===== src/rtl/id_exe_pipe_buffer.sv =====
// id_exe_pipe_buffer: DEPTH-entry circular buffer between the ID-stage decode
// and the EXE stage, with valid/ready handshake on both sides plus flush,
// freeze and hazard control so ID and EXE can stall independently.
//
// Optional statistics (bubble_count, high_water) are built only when the
// macro ID_EXE_BUFFER_STATS_EN is defined; otherwise both outputs read 0.
module id_exe_pipe_buffer #(
    parameter int unsigned DATA_W = 146,
    parameter int unsigned DEPTH  = 2,
    parameter int unsigned CNT_W  = 16
) (
    input  logic                       clk,
    input  logic                       rst,
    input  logic                       flush,
    input  logic                       freeze,
    input  logic                       hazard,
    input  logic                       in_valid,
    input  logic [DATA_W-1:0]          in_data,
    output logic                       in_ready,
    output logic                       out_valid,
    output logic [DATA_W-1:0]          out_data,
    input  logic                       out_ready,
    output logic [$clog2(DEPTH):0]     occupancy,
    output logic [CNT_W-1:0]           bubble_count,
    output logic [$clog2(DEPTH):0]     high_water
);

    localparam int unsigned PTR_W = $clog2(DEPTH);
    localparam int unsigned OCC_W = PTR_W + 1;
    localparam logic [OCC_W-1:0] FULL_OCC = OCC_W'(DEPTH);

    logic [DATA_W-1:0] mem_q [DEPTH];
    logic [PTR_W-1:0]  wr_ptr_q, wr_ptr_d;
    logic [PTR_W-1:0]  rd_ptr_q, rd_ptr_d;
    logic [OCC_W-1:0]  occ_q, occ_d;
    logic              push;
    logic              pop;

    // Handshake qualification; flush removes both push and pop.
    always_comb begin
        in_ready  = (occ_q < FULL_OCC) && !hazard && !flush;
        out_valid = (occ_q != '0);
        out_data  = mem_q[rd_ptr_q];
        occupancy = occ_q;
        push      = in_valid && in_ready;
        pop       = out_valid && out_ready && !freeze && !flush;
    end

    // Next pointer and occupancy values; DEPTH is a power of two so the
    // pointers wrap naturally at their own width.
    always_comb begin
        wr_ptr_d = wr_ptr_q;
        rd_ptr_d = rd_ptr_q;
        occ_d    = occ_q;
        if (flush) begin
            wr_ptr_d = '0;
            rd_ptr_d = '0;
            occ_d    = '0;
        end else begin
            if (push) begin
                wr_ptr_d = wr_ptr_q + PTR_W'(1);
            end
            if (pop) begin
                rd_ptr_d = rd_ptr_q + PTR_W'(1);
            end
            case ({push, pop})
                2'b10:   occ_d = occ_q + OCC_W'(1);
                2'b01:   occ_d = occ_q - OCC_W'(1);
                default: occ_d = occ_q;
            endcase
        end
    end

    // Pointer and occupancy registers.
    always_ff @(posedge clk or negedge rst) begin
        if (!rst) begin
            wr_ptr_q <= '0;
            rd_ptr_q <= '0;
            occ_q    <= '0;
        end else begin
            wr_ptr_q <= wr_ptr_d;
            rd_ptr_q <= rd_ptr_d;
            occ_q    <= occ_d;
        end
    end

    // Payload storage; cleared on reset so out_data reads 0 out of reset.
    always_ff @(posedge clk or negedge rst) begin
        if (!rst) begin
            for (int unsigned i = 0; i < DEPTH; i++) begin
                mem_q[i] <= '0;
            end
        end else if (push) begin
            mem_q[wr_ptr_q] <= in_data;
        end
    end

`ifdef ID_EXE_BUFFER_STATS_EN
    logic [CNT_W-1:0] bubble_q;
    logic [OCC_W-1:0] hw_q;

    // EXE-starve counter, saturating; untouched by flush.
    always_ff @(posedge clk or negedge rst) begin
        if (!rst) begin
            bubble_q <= '0;
        end else if (out_ready && !freeze && !out_valid && (bubble_q != '1)) begin
            bubble_q <= bubble_q + CNT_W'(1);
        end
    end

    // Peak occupancy tracker; untouched by flush.
    always_ff @(posedge clk or negedge rst) begin
        if (!rst) begin
            hw_q <= '0;
        end else if (occ_q > hw_q) begin
            hw_q <= occ_q;
        end
    end

    assign bubble_count = bubble_q;
    assign high_water   = hw_q;
`else
    assign bubble_count = '0;
    assign high_water   = '0;
`endif

    a_no_overflow: assert property (@(posedge clk) disable iff (!rst)
        !(push && (occ_q == FULL_OCC)));

    a_no_underflow: assert property (@(posedge clk) disable iff (!rst)
        !(pop && (occ_q == '0)));

endmodule


===== config.mk =====
export PLATFORM = sky130hd
export DESIGN_NAME = id_exe_pipe_buffer
export DESIGN_NICKNAME = d
export VERILOG_FILES = /design/src/rtl/id_exe_pipe_buffer.sv
export SDC_FILE = /design/constraint.sdc
export NUM_CORES = 1
export LEC_CHECK = 0
export ABC_AREA = 1
export CORE_MARGIN = 2
export CORE_UTILIZATION = 25
export CTS_CLUSTER_DIAMETER = 40
export DETAILED_ROUTE_END_ITERATION = 7
export PLACE_DENSITY = 0.48
export RECOVER_POWER = 25
export SLEW_MARGIN = 20
export SYNTH_ARGS = -nofsm -noshare
export SYNTH_HDL_FRONTEND = slang
export SYNTH_SLANG_ARGS = --single-unit

===== constraint.sdc =====
create_clock -name clk -period 1.5 [get_ports clk]
set_input_delay 0.3 -clock clk [delete_from_list [all_inputs] [get_ports clk]]
set_output_delay 0.3 -clock clk [all_outputs]
set_load 0.005 [all_outputs]

==> summary.md, run 1 <==
| Metric | Value |
|---|---|
| Status | `finished with violations` |
| Die Area | `about 0.056 mm2` |
| Critical path's top delay family | `buffers and inverters` |
| Slew HR | `44.48%` |
| GPL Wtd Cong | `0.7849` |
| Peak VDD IR | `approximately 0.85 mV` |
| Final period util | `151.2%` |
| Worst Path Required | `about 1.2 ns` |
| H-tree depth | `2` |
| Hold/Removal Path Class | `input pin to flip-flop` |
| Clock slew at reported path FFs | `~0.050 ns` |
| Cell area after synthesis | `about 0.013 mm2` |
| Core area | `0.05287 mm2` |
| Average size of a mapped cell | `slightly above 8 um2` |
| Die Y | `between 200 and 250 um` |
| Placed instance count | `2,618` |
| Failing checks | `negative setup slack` |
| Crit path setup slack, layout | `-0.7675 ns` |
| Total power | `41.06 mW` |
| CTS tree | `yes` |
| Crit path cell chain | `buf_12 -> buf_12 -> buf_16 -> o21ai_2 -> clkdlybuf4s15_2` |
| # IOs | `between 300 and 400` |
| WS Path Type | `flip-flop to output port` |
| Max clock buf depth | `3` |
| Via count | `approximately 12,000` |
| Yosys cell types | `21` |
| Residual DRC | `0` |
| Chip width | `around 240 um` |
| Grt total ovfl | `0` |
| Worst-path fanout max | `5` |
| Row count | `84` |
| Share of layout cells above drive strength 1 | `a little under a third` |
| P_int | `roughly 28 mW` |
| Switching power | `between 10 and 15 mW` |
| Combinational Power Share | `between 30% and 40%` |
| Startpoint Class | `flip-flop` |
| CP Buf/Inv Count | `4` |
| Max-cap violations | `0` |
| Area grow syn2layout | `60.90%` |
| TritonCTS Buffers | `a little under 60` |
| Max Freq | `0.4410 GHz` |
| Filler cell count in the final layout | `5,203` |
| DR WL/cell | `between 15 and 20 um` |
| Clk_skew | `0.01249 ns` |
| Largest net degree at the start of global routing | `70` |
| Flop pwr share | `roughly 33%` |
| CP endpoint kind | `output port` |
| YS warnings | `0` |
| Commonest non-fill, non-tap cell in the layout | `nand2_1` |
| Highest-count cells in the layout ignoring fill and taps | `nand2_1, dfrtp_1, o21ai_0, clkdlybuf4s50_1, inv_1` |
| Initial antenna violation count | `1` |
| Leakage | `roughly 10 nW` |
| Slew Limit Fails | `0` |
| CP max-delay cell | `dfrtp_4` |
| Part of the Yosys area used for sequential elements | `a little under three fifths` |
| Cell chosen for the clock root | `clkbuf_16` |
| Port bufs | `approximately 300` |
| CTS Sinks | `between 200 and 300` |
| Yosys reg bits | `between 200 and 300` |
| Initial Util | `around a quarter` |
| Hold_ws | `approximately 0.27 ns` |
| Slowest stage delay, CP | `between 0.5 and 0.6 ns` |
| Final worst path period need | `about 2.3 ns` |
| Worst-Skew Late Latency | `0.60 ns` |
| RSZ-0062 raised after global routing | `true` |
| Via density | `4.412` |
| Nets@finish | `between 2,000 and 2,500` |
| DRT Pass-1 Iters | `4` |
| Sw frac | `between 30% and 40%` |
| Clock share of power | `34.1%` |
| Final cell count without fillers | `between 2,000 and 3,000` |
| WL final | `roughly 46 mm` |
| Final HPWL DP | `between 20 and 30 mm` |
| First-pass GRT wire length | `~68 mm` |
| Dpl ws | `-0.5802 ns` |
| Critical Path AT | `around 2.0 ns` |
| Power density over the cells | `approximately 1900 mW/mm2` |
| Final setup TNS | `-100.46 ns` |
| Final ANT Viol Nets | `0` |
| Vias in the first global route | `12,177` |
| CP most frequent cell | `buf_12` |
| Final hold vios | `0` |
| Slew @ Worst Pin | `around 0.83 ns` |
| Initial DRC count | `between 600 and 700` |
| Post-synthesis cell count | `around 1,600` |
| GRT Overall Usage | `15.29%` |
| Final setup violation count | `231` |
[cells in the mapped netlist, drive strengths merged]
cell type,n,area share (%)
a21oi,1,0.037
buf,78,5.1
nor2,8,0.35
or2,1,0.047
nand2,593,17
conb,1,0.028
dfrtp,296,55
nand3,5,0.28
inv,152,4.3
clkbuf,52,1.6
o21ai,440,16
xnor2,1,0.065
[power by group through the flow]
| stage | clock, mW | sequential (mW) | combinational, mW |
|---|---|---|---|
| after CTS | 14.3 | 13.0 | 12.4 |
| after floorplan | 0 | 12.7 | 5.06 |
| after detailed placement | 0 | 13.1 | 12.2 |
| final | 14.0 | 13.4 | 13.7 |
| after global placement | 0 | 13.0 | 12.1 |
| after global routing | 14.7 | 13.8 | 15.2 |
[layout make-up]
class	count	area, um2	share of cell area [%]
flip-flops and latches	296	7411	34.32
inverters	152	573.1	2.654
clock inverters	38	549.3	2.544
repair buffers	457	4757	22.03
well taps	688	860.8	3.987
clock buffers	70	1588	7.353
multi-input cells	1067	5852	27.10
diodes	1	2.502	0.01159
[final timing paths]
check,endpoint,start,cells past startpoint,slack (ns)
worst max-delay path,out_data[13],rd_ptr_q,5,-0.77
worst min-delay path,mem_q[41],in_data[41],3,0.27
worst max register to register,mem_q[266],occupancy[1],6,-0.08
worst min register to register,mem_q[25],mem_q[25],2,0.49
max in group asynchronous,mem_q[222],rst,3,0.20
min in group asynchronous,mem_q[271],rst,2,0.40
[routing by layer]
metal,wire length (um),track usage [%],up-vias
li1,-,-,5951
met1,20310,19.74,5896
met2,22650,25.33,296
met5,0,0,-
met3,2116,3.377,74
met4,1115,5.076,0
[metrics by stage]
step                      area [um2]  util (%)
after floorplan                13480         -
after global placement         17750     33.57
after detailed placement       17750     33.57
after CTS                      20130     38.08
after global routing           21590     40.85
final                          21590     40.85
[tightest hold or removal path: stages]
cell,delay (ns)
clkdlybuf4s50_1,0.42
nand2_1,0.07
nand2_1,0.04
[logic make-up after synthesis]
family          after synthesis  share of synthesized area (%)
other cells                   1                        0.02794
xor+xnor                      1                        0.06527
buf+inv                     282                          11.00
flops                       296                          55.19
compound gates              441                          16.45
simple gates                607                          17.27
[sequential cells by signal (all words and copies together) (netlist names)]
signal,cells
mem_q,292
occupancy,2
rd_ptr_q,1
wr_ptr_q,1
[timing repair]
action	CTS	global route
gates cloned	2	23
endpoints found under the setup margin	338	432
setup buffers	2	28
gates resized for setup	319	685
hold buffers	1	0
hold endpoints to repair	33	0
pin swaps	5	95
(Power assumes the default switching activity.)
==> inputs of run 2 (changes only) <==
- CORE_ASPECT_RATIO: not set -> 0.6
- CORE_MARGIN: 2 -> 5
- SKIP_LAST_GASP: not set -> 1
==> run 2 against run 1 <==
- the run still ends with negative setup slack left
- non-clock buffer count is 38 higher
- power is 10% lower
- via count is 2.8% higher
- register-to-register slack worse by 0.16 ns
- critical endpoint is now out_data[81]
- largest cell class unchanged
- highest routed layer is now met5
==> summary.md, run 2 (synthesis gave the netlist of run 1 again) <==
| Metric | Value |
|---|---|
| Slew @ Worst Pin | `around 1.3 ns` |
| Met3 routed wirelength | `3.413 mm` |
| Row count | `65` |
| Residual DRC | `0` |
| Highest-count cells in the layout ignoring fill and taps | `nand2_1, dfrtp_1, o21ai_0, clkdlybuf4s50_1, inv_1` |
| Via density | `4.506` |
| Initial DRC count | `approximately 750` |
| GRT Overall Usage | `between 10 and 15%` |
| N_diodes | `0` |
| Startpoint Class | `flip-flop` |
| Post-DP Area | `~0.018 mm2` |
| Critical Path AT | `between 1.5 and 2 ns` |
| CP endpoint kind | `output port` |
| Final worst path period need | `roughly 2.2 ns` |
| Non-Filler Cell Area, Final | `roughly 0.021 mm2` |
| Vias in the first global route | `between 10,000 and 15,000` |
| Slowest stage delay, CP | `between 0.5 and 0.6 ns` |
| Peak VDD IR | `around 0.94 mV` |
| Worst Path Required | `between 1 and 1.5 ns` |
| Initial antenna violation count | `2` |
| Failing checks | `negative setup slack` |
| Max clock buf depth | `3` |
| RSZ-0062 raised after global routing | `true` |
| Commonest non-fill, non-tap cell in the layout | `nand2_1` |
| Reg2Reg Depth | `9` |
| Clk_skew | `0.01092 ns` |
| First-pass GRT wire length | `around 70 mm` |
| Initial Util | `25.39%` |
| Clock slew at reported path FFs | `approximately 0.06 ns` |
| Status | `finished with violations` |
| Critical path's top delay family | `buffers and inverters` |
| CP Buf/Inv Count | `5` |
| Die Y | `between 150 and 200 um` |
| Slew HR | `12.56%` |
| RR Endpoint | `mem_q[26]` |
| Crit path setup slack, layout | `-0.7295 ns` |
| Core area | `0.05286 mm2` |
| # IOs | `321` |
| DR WL/cell | `17.60 um` |
| Power density over the cells | `around 1800 mW/mm2` |
| Final setup violation count | `around 670` |
| Port bufs | `roughly 300` |
| Final period util | `148.6%` |
| Crit path cell chain | `buf_6 -> clkbuf_16 -> buf_8 -> buf_12 -> o21ai_4 -> clkbuf_2` |
| CP max-delay cell | `dfrtp_4` |
| Leakage | `a little over 10 nW` |
| Final HPWL DP | `roughly 32 mm` |
| GPL Wtd Cong | `approximately 0.82` |
| Chip width | `a little over 300 um` |
| Via count | `about 13,000` |
| Metal2 WL | `approximately 21 mm` |
| Largest net degree at the start of global routing | `59` |
| Dpl ws | `-0.5066 ns` |
| Hold/Removal Path Class | `input pin to flip-flop` |
| Slew Limit Fails | `0` |
| Top sig layer | `met5` |
| CTS tree | `yes` |
| Hold Path End | `mem_q[71]` |
| Max Freq | `roughly 0.45 GHz` |
| WS Path Type | `flip-flop to output port` |
| Die Area | `a little under 0.06 mm2` |
| CTS Sinks | `about 300` |
| Worst R2R Start | `occupancy[1]` |
| Nets@finish | `roughly 2,200` |
| DRT Pass-1 Iters | `5` |
| R2r setup slk | `-0.24 ns` |
| H-tree depth | `2` |
| Top reg by flops | `mem_q` |
| Cell chosen for the clock root | `clkbuf_16` |
| WL final | `49.07 mm` |
| Min-Delay Path Depth | `3` |
| Final setup TNS | `-164.94 ns` |
| Final ANT Viol Nets | `0` |
| Max reg flops | `292` |
| Final hold vios | `0` |
| Area grow syn2layout | `56.51%` |
| Hold path start | `in_data[71]` |
| Worst-Skew Late Latency | `between 0.5 and 0.6 ns` |
| Grt total ovfl | `0` |
| TritonCTS Buffers | `41` |
| Worst-path fanout max | `8` |
| Share of layout cells above drive strength 1 | `about 30%` |
| Max-cap violations | `0` |
| Wl on met1 | `around 24 mm` |
run 2: metrics by stage:
step | power, mW | util, % | cells | hold slack (ns)
6_report | 36.82 | 39.73 | 2788 | 0.3325
5_1_grt | 39.39 | 39.73 | 2788 | 0.3049
4_1_cts | 35.35 | 36.52 | 2714 | 0.1457
3_5_place_dp | 25.54 | 33.72 | 2634 | 0.1471
3_3_place_gp | 25.36 | 33.72 | 2634 | 0.1440
2_1_floorplan | 17.73 | - | 1645 | 0.004409
run 2: where the power goes:
| group | internal, mW | switching (mW) |
|---|---|---|
| combinational | 6.46 | 7.10 |
| sequential | 11.6 | 1.83 |
| clock | 5.86 | 3.97 |
| total | 23.9 | 12.9 |
run 2: area by class of cell:
class / instances / area, um2
fill: 5271 / 31860
sequential: 296 / 7411
multi-input combinational: 1067 / 5614
timing repair buffer: 495 / 5147
clock buffer: 50 / 1100
tap: 703 / 879.6
inverter: 152 / 573.1
clock inverter: 25 / 279.0
run 2: what timing repair did:
item | in CTS | in global routing
endpoints found under the hold margin | 135 | 0
buffers inserted | 3 | 58
gates resized for setup | 281 | 718
setup endpoints to repair | 312 | 427
gates cloned | 1 | 28
hold buffers | 1 | 0
pin swaps | 0 | 76
run 2: worst max-delay path by stage:
stage               depth (start not counted)             to  slack, ns    startpoint
global placement                            5  out_data[130]      -0.49      rd_ptr_q
detailed placement                          5  out_data[130]      -0.51      rd_ptr_q
floorplan                                   6     mem_q[210]       0.15  occupancy[1]
finish                                      6   out_data[81]      -0.73      rd_ptr_q
global route                                7   out_data[81]      -0.81      rd_ptr_q
CTS                                         5   out_data[33]      -1.05      rd_ptr_q
run 2: worst min-delay path: stages:
cell,delay [ns]
clkdlybuf4s50_1,0.42
nand2_1,0.07
nand2_1,0.04
run 2: routing by layer:
metal	vias to the layer above	global-route usage (%)
li1	5955	-
met1	6144	21.72
met2	393	22.20
met3	66	3.801
met4	4	2.835
met5	-	0
==> inputs of run 3 (changes only) <==
- DONT_BUFFER_PORTS: not set -> 1
- PLACE_DENSITY: 0.48 -> 0.4
==> run 3 against run 2 <==
- the run ends with negative hold slack, negative setup slack left
- worst setup slack better by 0.19 ns
- cell area decreased by 10%
- first-iteration DRC count decreased by 4.4%
- via count shrank 9.3%
- sequential cell count stayed put
- clock-buffer cell count up 8
- register-to-register slack better by 0.11 ns
- largest cell class unchanged
==> summary.md, run 3 (synthesis gave the netlist of run 1 again) <==
| Metric | Value |
|---|---|
| Chip width | `roughly 310 um` |
| Via count | `between 10,000 and 15,000` |
| Share of layout cells above drive strength 1 | `approximately a fifth` |
| Clock slew at reported path FFs | `0.06 ns` |
| First-pass GRT wire length | `roughly 66 mm` |
| Cell chosen for the clock root | `clkbuf_16` |
| Startpoint Class | `flip-flop` |
| GRT Overall Usage | `13.99%` |
| Peak VDD IR | `about 0.8 mV` |
| Grt total ovfl | `0` |
| FF/Latch Area | `between 0.007 and 0.008 mm2` |
| Area grow syn2layout | `40.79%` |
| Slew HR | `between 30% and 40%` |
| Top reg by flops | `mem_q` |
| Max reg flops | `about 300` |
| Final worst path period need | `a little over 2 ns` |
| Commonest non-fill, non-tap cell in the layout | `nand2_1` |
| GPL Wtd Cong | `roughly 0.76` |
| Final cell count without fillers | `about 2,600` |
| RR Endpoint | `mem_q[179]` |
| Worst R2R Start | `occupancy[1]` |
| CTS Hold Bufs | `147` |
| R2r setup slk | `-0.13 ns` |
| Final setup TNS | `-75.98 ns` |
| DR WL/cell | `around 17 um` |
| Non-Filler Cell Area, Final | `~0.019 mm2` |
| Crit path setup slack, layout | `-0.5426 ns` |
| Clk_skew | `around 0.0096 ns` |
| DRT Pass-1 Iters | `6` |
| Placed instance count | `2,347` |
| Failing checks | `negative hold slack, negative setup slack` |
| WS Path Type | `flip-flop to output port` |
| RSZ-0062 raised after global routing | `true` |
| Final hold vios | `296` |
| Hold_ws | `-0.5381 ns` |
| Worst-Skew Late Latency | `roughly 0.52 ns` |
| Initial DRC count | `721` |
| WL final | `approximately 43 mm` |
| Initial Util | `25.39%` |
| H-tree depth | `2` |
| Crit path from | `rd_ptr_q` |
| Initial antenna violation count | `2` |
| Post-DP Area | `between 0.01 and 0.015 mm2` |
| Highest-count cells in the layout ignoring fill and taps | `nand2_1, o21ai_0, dfrtp_1, inv_1, dlygate4sd3_1` |
| Max Freq | `0.4896 GHz` |
| Worst Path Required | `approximately 1.2 ns` |
| Reg2Reg Depth | `8` |
| CTS Sinks | `just under 300` |
| CTS tree | `yes` |
| Final HPWL DP | `between 20 and 30 mm` |
| Multi-input gate area | `around 0.0053 mm2` |
| Hold/Removal Path Class | `input pin to asynchronous set/reset pin` |
| Status | `finished with violations` |
| Nets@finish | `between 2,000 and 2,500` |
| Die Y | `189.5 um` |
| Leakage | `8.724 nW` |
| Die Area | `between 0.05 and 0.06 mm2` |
| Residual DRC | `0` |
| Largest net degree at the start of global routing | `297` |
| Final period util | `136.2%` |
| Final ANT Viol Nets | `0` |
| Max-cap violations | `0` |
| Critical Path AT | `1.74 ns` |
| Core area | `roughly 0.053 mm2` |
| CP endpoint kind | `output port` |
| Worst-path fanout max | `26` |
| Slew @ Worst Pin | `roughly 0.95 ns` |
| # IOs | `about 320` |
| Vias in the first global route | `11,442` |
| Port bufs | `0` |
| Power density over the cells | `around 1800 mW/mm2` |
| Final setup violation count | `approximately 380` |
| Via density | `between 4 and 5` |
| TritonCTS Buffers | `43` |
| Slew Limit Fails | `0` |
| Filler cell count in the final layout | `5,384` |
| Max clock buf depth | `3` |
| Row count | `65` |
## run 3: changes by cell type in the layout (fill, tap and decap cells not counted), sizes merged, moves of 4 or more
cell and delta:
buf -132, dlymetal6s2s -7, inv -7, clkbuf -34, clkdlybuf4s50 -151, bufinv +4
clkdlybuf4s15 -6, dlygate4sd3 +146
## run 3: worst max path at each step
stage	to	cells past startpoint
2_1_floorplan	mem_q[210]	6
3_3_place_gp	out_data[105]	4
3_5_place_dp	out_data[48]	4
4_1_cts	out_data[27]	4
5_1_grt	out_data[26]	4
6_report	out_data[122]	4
## run 3: worst max-delay path: stages, from the launching register on
cell	delay (ns)
dfrtp_4	0.53
buf_12	0.18
buf_16	0.17
o21ai_0	0.18
buf_4	0.15
## run 3: per-layer routing
| metal | GRT usage [%] | vias up | share of wire [%] |
|---|---|---|---|
| met1 | 19.25 | 5478 | 46 |
| met3 | 4.059 | 56 | 6.6 |
| met4 | 3.337 | 0 | 1.9 |
| li1 | - | 5601 | - |
| met2 | 21.86 | 261 | 45 |
| met5 | 0 | - | 0 |
## run 3: power breakdown
| group | switching (mW) | internal (mW) |
|---|---|---|
| clock | 3.87 | 7.10 |
| combinational | 6.12 | 4.75 |
| sequential | 1.35 | 11.6 |
## run 3: final cells by class
type	instances	area share [%]
timing repair buffer	301	16.92
sequential	296	39.22
antenna	2	0.02649
tap	703	4.655
clock inverter	21	1.656
clock buffer	58	6.642
multi-input combinational	1067	27.85
inverter	152	3.033
## run 3: timing repair
item,in CTS,in global routing
endpoints found under the hold margin,592,296
gates cloned,0,8
resized for setup,170,136
setup endpoints to repair,324,430
setup buffers,1,17
pin swaps,1,7
## run 3: per-stage QoR
step | setup WS, ns | hold WS, ns | utilization, % | power, mW
2_1_floorplan | 0.1493 | 0.004409 | - | 17.73
3_3_place_gp | -0.1129 | 0.01801 | 27.94 | 21.55
3_5_place_dp | -0.1533 | 0.01530 | 27.94 | 21.82
4_1_cts | -0.5935 | -0.5737 | 34.35 | 34.32
5_1_grt | -0.6231 | -0.5825 | 35.74 | 37.33
6_report | -0.5426 | -0.5381 | 35.74 | 34.78
